**src/rtl/stream_mux_rr.sv**
```systemverilog
// N-channel valid/ready stream multiplexer with round-robin or fixed-priority
// arbitration, optional packet lock and a registered output stage.
module stream_mux_rr #(
   parameter int WIDTH    = 32,
   parameter int N_CH     = 4,
   parameter int SEL_W    = $clog2(N_CH),
   parameter int RR_MODE  = 1,
   parameter int PKT_MODE = 0
) (
   input  logic                  i_clk,
   input  logic                  i_rst_n,
   input  logic [N_CH-1:0]       i_valid,
   input  logic [N_CH*WIDTH-1:0] i_data,
   input  logic [N_CH-1:0]       i_last,
   output logic [N_CH-1:0]       o_ready,
   output logic                  o_valid,
   output logic [WIDTH-1:0]      o_data,
   output logic                  o_last,
   output logic [SEL_W-1:0]      o_ch,
   input  logic                  i_ready
);

   localparam logic [SEL_W:0]   LP_NCH    = (SEL_W+1)'(N_CH);
   localparam logic [SEL_W-1:0] LP_LASTCH = SEL_W'(N_CH-1);

   logic [SEL_W-1:0] r_ptr;
   logic             r_lock;
   logic [SEL_W-1:0] r_lockCh;
   logic             r_valid;
   logic [WIDTH-1:0] r_data;
   logic             r_last;
   logic [SEL_W-1:0] r_ch;

   logic             w_loadEn;
   logic [N_CH-1:0]  w_lockMask;
   logic [N_CH-1:0]  w_mask;
   logic [SEL_W-1:0] w_start;
   logic [SEL_W:0]   w_idx;
   logic             w_found;
   logic [SEL_W-1:0] w_grant;
   logic             w_accept;
   logic [SEL_W-1:0] w_nextPtr;
   logic [WIDTH-1:0] w_selData;
   logic             w_selLast;

   assign w_loadEn = !r_valid || i_ready;

   // While a packet is in progress only the locked channel is eligible, even if it is idle.
   always_comb begin
      w_lockMask = '1;
      if (r_lock) begin
         w_lockMask           = '0;
         w_lockMask[r_lockCh] = 1'b1;
      end
      w_mask  = i_valid & w_lockMask;
      w_start = (RR_MODE != 0) ? r_ptr : '0;
      w_idx   = '0;
      w_found = 1'b0;
      w_grant = '0;
      for (int i = 0; i < N_CH; i++) begin
         w_idx = {1'b0, w_start} + (SEL_W+1)'(i);
         if (w_idx >= LP_NCH) begin
            w_idx = w_idx - LP_NCH;
         end
         if (!w_found && w_mask[w_idx[SEL_W-1:0]]) begin
            w_found = 1'b1;
            w_grant = w_idx[SEL_W-1:0];
         end
      end
   end

   always_comb begin
      w_accept = w_found && w_loadEn && i_rst_n;
      o_ready  = '0;
      if (w_accept) begin
         o_ready[w_grant] = 1'b1;
      end
   end

   assign w_nextPtr = (w_grant == LP_LASTCH) ? '0 : w_grant + SEL_W'(1);
   assign w_selData = i_data[w_grant*WIDTH +: WIDTH];
   assign w_selLast = (PKT_MODE != 0) ? i_last[w_grant] : 1'b1;

   always_ff @(posedge i_clk or negedge i_rst_n) begin
      if (!i_rst_n) begin
         r_ptr    <= '0;
         r_lock   <= 1'b0;
         r_lockCh <= '0;
         r_valid  <= 1'b0;
         r_data   <= '0;
         r_last   <= 1'b0;
         r_ch     <= '0;
      end else if (w_accept) begin
         r_valid <= 1'b1;
         r_data  <= w_selData;
         r_last  <= w_selLast;
         r_ch    <= w_grant;
         if (RR_MODE != 0) begin
            r_ptr <= w_nextPtr;
         end
         if (PKT_MODE != 0) begin
            r_lock   <= !i_last[w_grant];
            r_lockCh <= w_grant;
         end
      end else if (i_ready) begin
         r_valid <= 1'b0;
      end
   end

   assign o_valid = r_valid;
   assign o_data  = r_data;
   assign o_last  = r_last;
   assign o_ch    = r_ch;

endmodule

```
**config.mk**
```make
export PLATFORM = sky130hd
export DESIGN_NAME = stream_mux_rr
export DESIGN_NICKNAME = d
export VERILOG_FILES = /design/src/rtl/stream_mux_rr.sv
export SDC_FILE = /design/constraint.sdc
export NUM_CORES = 1
export LEC_CHECK = 0
export BUFFER_PORTS_ARGS = -buffer_cell sky130_fd_sc_hd__clkbuf_2
export CAP_MARGIN = 25
export CORE_MARGIN = 5
export CORE_UTILIZATION = 37
export CTS_CLUSTER_DIAMETER = 150
export DETAILED_ROUTE_END_ITERATION = 16
export MAX_ROUTING_LAYER = met4
export PLACE_DENSITY_LB_ADDON = 0.25
export SYNTH_ARGS = -nofsm -noshare
export SYNTH_HDL_FRONTEND = slang
export SYNTH_SLANG_ARGS = --single-unit
export TNS_END_PERCENT = 10
```
**constraint.sdc**
```tcl
create_clock -name i_clk -period 1.65 [get_ports i_clk]
set_clock_uncertainty 0.1 [all_clocks]
set_input_delay 0.0825 -clock i_clk [delete_from_list [all_inputs] [get_ports i_clk]]
set_output_delay 0.0825 -clock i_clk [all_outputs]
set_load 0.02 [all_outputs]
```
# After elaboration in Yosys (flattened, before gate mapping)
# Index checks and enable logic that the tools add are counted.
[classes]
addsub = 8
n_lt_le_gt_ge = 12
eq_ne = 1
shifts = 1
n_mux = 29
n_bitwise = 1
n_reduce_logical = 13
[ops]
columns = ["op", "n"]
rows = [
  ["variable part select 128 x 8 -> 32 bit", 1],
  ["less-than comparator 2 x 3 -> 1 bit (second input constant)", 6],
  ["2-to-1 mux 2 bit", 9],
  ["2-to-1 mux 1 bit", 12],
  ["greater-or-equal comparator 3 bit (second input constant)", 3],
  ["binary-select mux 1 bit (select 2 bit)", 4],
  ["2-to-1 mux 4 bit", 2],
  ["subtractor 2 x 1 -> 2 bit (second input constant)", 4],
  ["logical AND 1 bit", 7],
  ["adder 2 x 2 -> 3 bit (second input constant)", 2],
  ["bitwise AND 4 bit", 1],
  ["demux 1 bit (select 2 bit)", 2],
  ["greater-or-equal comparator 2 x 1 -> 1 bit (second input constant)", 2],
  ["logical NOT 1 bit", 4],
  ["adder 2 x 1 -> 3 bit (second input constant)", 1],
  ["greater-or-equal comparator 2 x 3 -> 1 bit (second input constant)", 1],
  ["adder 2 x 1 -> 2 bit (second input constant)", 1],
  ["equality test 2 bit (second input constant)", 1],
  ["nonzero test 2 bit", 1],
  ["logical OR 1 bit", 1],
]
[totals]
register_bits = 38
output_inout_bits = 40
word_cells = 70

# Depth between registers and ports, before layout
[logic_depth]
ltp_word = 23
mapped_depth = 9
mapped_depth_nobuf = 7

# Least setup slack after synthesis
# Ideal clock, no wire load.
[synth_path]
path_kind = "reg-to-reg"
from = "reg r_ptr[0]"
to = "reg r_ptr[1]"
setup_time_ns = 0.117
arrival_ns = 1.506
required_time_ns = 1.433
slack_ns = -0.073
stages_incl_launch_ff = 10
path_buffers = 2
synth_period_minus_slack_ns = 1.723
path_cell_list = "dfrtp_1 -> nor2b_4 -> a21oi_2 -> o221ai_2 -> buf_6 -> buf_12 -> inv_1 -> ha_1 -> nand2_1 -> nand2_1"
[synth_via]
elab_chain_cells = 16
elab_cells_between_ends = 42
cone_classes = "add/sub: 8; order compare: 4; eq/ne: 1; mux: 21; reduce/logical: 8"
[synth_lines]
columns = ["element", "line", "text"]
rows = [
  ["start, declared", "26", "logic [SEL_W-1:0] r_ptr;"],
  ["start signal, assigned", "99", "r_ptr <= w_nextPtr;"],
  ["parallel branches: the longest is 13 deep, another holds adder 2 x 1 -> 3 bit", "n/a", ""],
  ["2-to-1 mux 2 bit (*)", "65", "if (!w_found && w_mask[w_idx[SEL_W-1:0]]) begin"],
  ["adder 2 x 1 -> 2 bit or equality test 2 bit (tied branches)", "80", "assign w_nextPtr = (w_grant == LP_LASTCH) ? '0 : w_grant + SEL_W'(1);"],
  ["2-to-1 mux 2 bit (*)", "80", ""],
  ["via w_nextPtr[1]", "42", "logic [SEL_W-1:0] w_nextPtr;"],
]
# Mark *: on every way through the listed nets, which the timed path passes. The select of a mux whose other input is x is not followed.
# A chain may end at the register's enable or synchronous reset.

# Worst setup path after layout
[layout_path]
from = "reg r_ptr[0]"
to = "out o_ready[3]"
[layout_via]
elab_chain_cells = 19
elab_cells_between_ends = 45
cone_classes = "add/sub: 7; order compare: 6; mux: 23; reduce/logical: 9"
[layout_lines]
columns = ["element", "line", "text"]
rows = [
  ["parallel branches: the longest is 18 deep, another holds adder 2 x 1 -> 3 bit", "n/a", ""],
  ["2-to-1 mux 4 bit (*)", "75", "if (w_accept) begin"],
  ["end, declared", "15", "output logic [N_CH-1:0] o_ready,"],
]
# Every way passes the cells marked *. The select of a mux whose other input is x is not followed.

==> results.ini <==
[run_status]
outcome=finished, violations left
failed_checks=negative hold slack, negative setup slack

[synthesis]
yosysWarnings=3
synth_seq_cells=38
syn_area_per_cell_um2=10.8
ys_top_cells_by_count=mux2i_1, nand2_1, dfrtp_1
synth.area.top_cells=dfrtp_1, mux2i_1, o221ai_1
synthArstFlopShare_pct=100
synth_ff_type=dfrtp_1
syn-cell-area_um2=2390
yosysTopAreaCellShare_pct=39.7
synth_cell_types=25
synth_edf_count=0
synth_fp_nets=361
seq_area_frac_synth_pct=39.7
synth_area_leader_cell=dfrtp_1
syn_inst=221
synthMostInstantiatedCell=mux2i_1

[timing]
layout_min_cycle_time_ps=1880
setup_ws_ps=-234
worst_pin_slew_ps=496
hold_viol=4
slew_headroom_pct=66.9
fmax_mhz=531
final-setup-viol-count=35
whs_ps=-6.12
slew_viol_final=0
rsz0062_at_grt=yes
min_period_over_period_pct=114

[global_routing]
busiest_layer=met2
grtUsageMet2_pct=35.1
overflow=0
grt_first_pass_wirelength_um=12500
met1_usage_pct=20.7
grtUsageMet3_pct=3.83
antenna_found_initial=0
grt_pass1_vias=2648
grt_max_degree=39
grt.total_usage_pct=19.0

[pwr]
p_int_mw=3.57
comb_power_share_pct=57.1
ir_drop_uv=779
power_mw=5.84
power_density_nw_per_um2=1520
seqPwrFrac_pct=26.7
swShare_pct=38.9
p_sw_mw=2.28
share_clk_of_total_power_pct=16.2
leakagePower_nw=2.16

[setup_path]
crit_type=flop to output pin
cp_max_fo=4
r2r-end=o_data[3]$_DFFE_PN0P_
r2r_slack_ps=-200
worstRegToRegCells=8
cp-start-kind=flop
cp.required_ps=1470
endpoint_kind=output pin
arrival_ps=1700
crit_chain=nor2b_4 > a21oi_4 > o221ai_4 > buf_12 > inv_4 > ha_4 > and2_4 > buf_8
regToRegStartpoint=r_ptr[0]$_DFFE_PN0P_
crit_path_top_delay_cell=dfrtp_2
slowest_delay_ps=440

[clock_network]
cts_made_buffers=5
clock-root-buffer=clkbuf_8
clock_latency_ps=290
cts_tree=yes
worst_setup_hold_path_clk_slew_ps=80
cts_sinks=38
clockBufferDepth=2
cts_max_level=2

[cells_and_area]
n_antenna_cell=0
fin_area_um2=3860
area_delta_synth_final_pct=61.1
final_nets=562
drive_above_1_share_pct=55.6

[routing]
drtAntennaViolNets=0
wl_per_cell_um=15.2
vias=2504
dr.pass1.iters=6
first_iter_violations=27
vias_per_cell=5.01
wl_um=7620
drc_errors=0

[min_path]
worstHoldPathCells=3
whs_endpoint=o_data[24]$_DFFE_PN0P_
worstHoldPathType=primary input to flop
holdCritStartpoint=i_data[56]

[placement]
routabilityCongestion=0.802
place_area_um2=3470
portBuffers=174
dp_hpwl_um=5960

[floorplan]
core_um2=6310
fp.dieW_um=90.5
initial_utilization_pct=37.9
die_y_um=90.5
io_pins=179
placementRows=29
die-area_um2=8180

[job]
cap_violations=0

[per-stage QoR]
step                setup TNS (ps)  setup WS, ps  util, %  std cells
CTS                          -7110          -279     59.4        497
finish                       -5610          -234     61.1        500
detailed placement           -3740          -162     55.0        477
floorplan                    -6.32         -3.36        -        221
global route                 -9660          -325     61.1        500
global placement             -2440          -113     55.0        477
[power by group through the flow]
stage	Sequential (mW)	Clock (mW)	Combinational, mW
2_1_floorplan	2.01	0	1.55
3_3_place_gp	1.56	0	2.93
3_5_place_dp	1.57	0	2.98
4_1_cts	1.56	0.975	3.16
5_1_grt	1.62	1.01	3.59
6_report	1.56	0.949	3.34
[logic make-up after synthesis]
logic type,share of synthesized area [%]
adders and majority gates,0.522
buffers and inverters,7.42
DFF,39.7
and+or+nand+nor,9.87
AOI/OAI and AO/OA,15.7
muxes,26.8
[worst max path at each step]
stage	startpoint	endpoint	slack, ps	cells past startpoint
3_3_place_gp	r_ptr[0]$_DFFE_PN0P_	o_data[3]$_DFFE_PN0P_	-110	7
3_5_place_dp	r_ptr[0]$_DFFE_PN0P_	o_data[5]$_DFFE_PN0P_	-160	7
2_1_floorplan	o_valid$_DFFE_PN0P_	o_ready[1]	-3	5
4_1_cts	r_ptr[0]$_DFFE_PN0P_	o_ready[3]	-280	8
6_report	r_ptr[0]$_DFFE_PN0P_	o_ready[3]	-230	8
5_1_grt	r_ptr[0]$_DFFE_PN0P_	o_ready[2]	-330	7
[timing repair]
item,CTS,global route
setup buffers,8,2
hold endpoints to repair,40,0
resized for setup,13,19
hold buffers,4,0
cloned,0,1
endpoints found under the setup margin,37,38
pin swaps,1,17
[layer usage]
layer / vias up / wire length (um)
met1: 1195 / 2810
met2: 75 / 4350
met5: - / 0
li1: 1228 / -
met4: 0 / 89
met3: 6 / 378
[layout by cell type (no fill, tap or decap), types with 2 or more instances in the layout]
cell type and n:
dfrtp_1 36, o21ai_2 3, o221ai_2 2, nor2_1 4, nand2b_1 3, nor2b_1 2
o221ai_1 30, buf_4 22, nand2_1 43, mux2i_2 3, dfrtp_2 2, clkbuf_2 170
buf_6 5, mux2i_1 60, buf_12 8, bufinv_16 2, clkbuf_8 5, dlygate4sd3_1 4
[state kept, by name, indices dropped and copies added, names as in the netlist]
name	count
r_ptr	2
o_data	32
o_valid	1
o_ch	2
o_last	1
[final cells by class]
type	instances	area (um2)
Fill cell	592	2460
Multi-Input combinational cell	163	1340
Timing Repair Buffer	211	1310
Clock inverter	3	68.8
Clock buffer	5	68.8
Inverter	3	13.8
Sequential cell	38	953
Tap cell	77	96.3
[critical path: cells and delay by family, from the launching register on]
kind	cells	cell delay, ps
flip-flops	1	440
adder cells (fa/ha/maj)	1	150
buffers and inverters	3	300
AO/OA/AOI/OAI	2	240
AND/OR/NAND/NOR	2	280
Note: power is estimated with default switching activity, not from simulation.
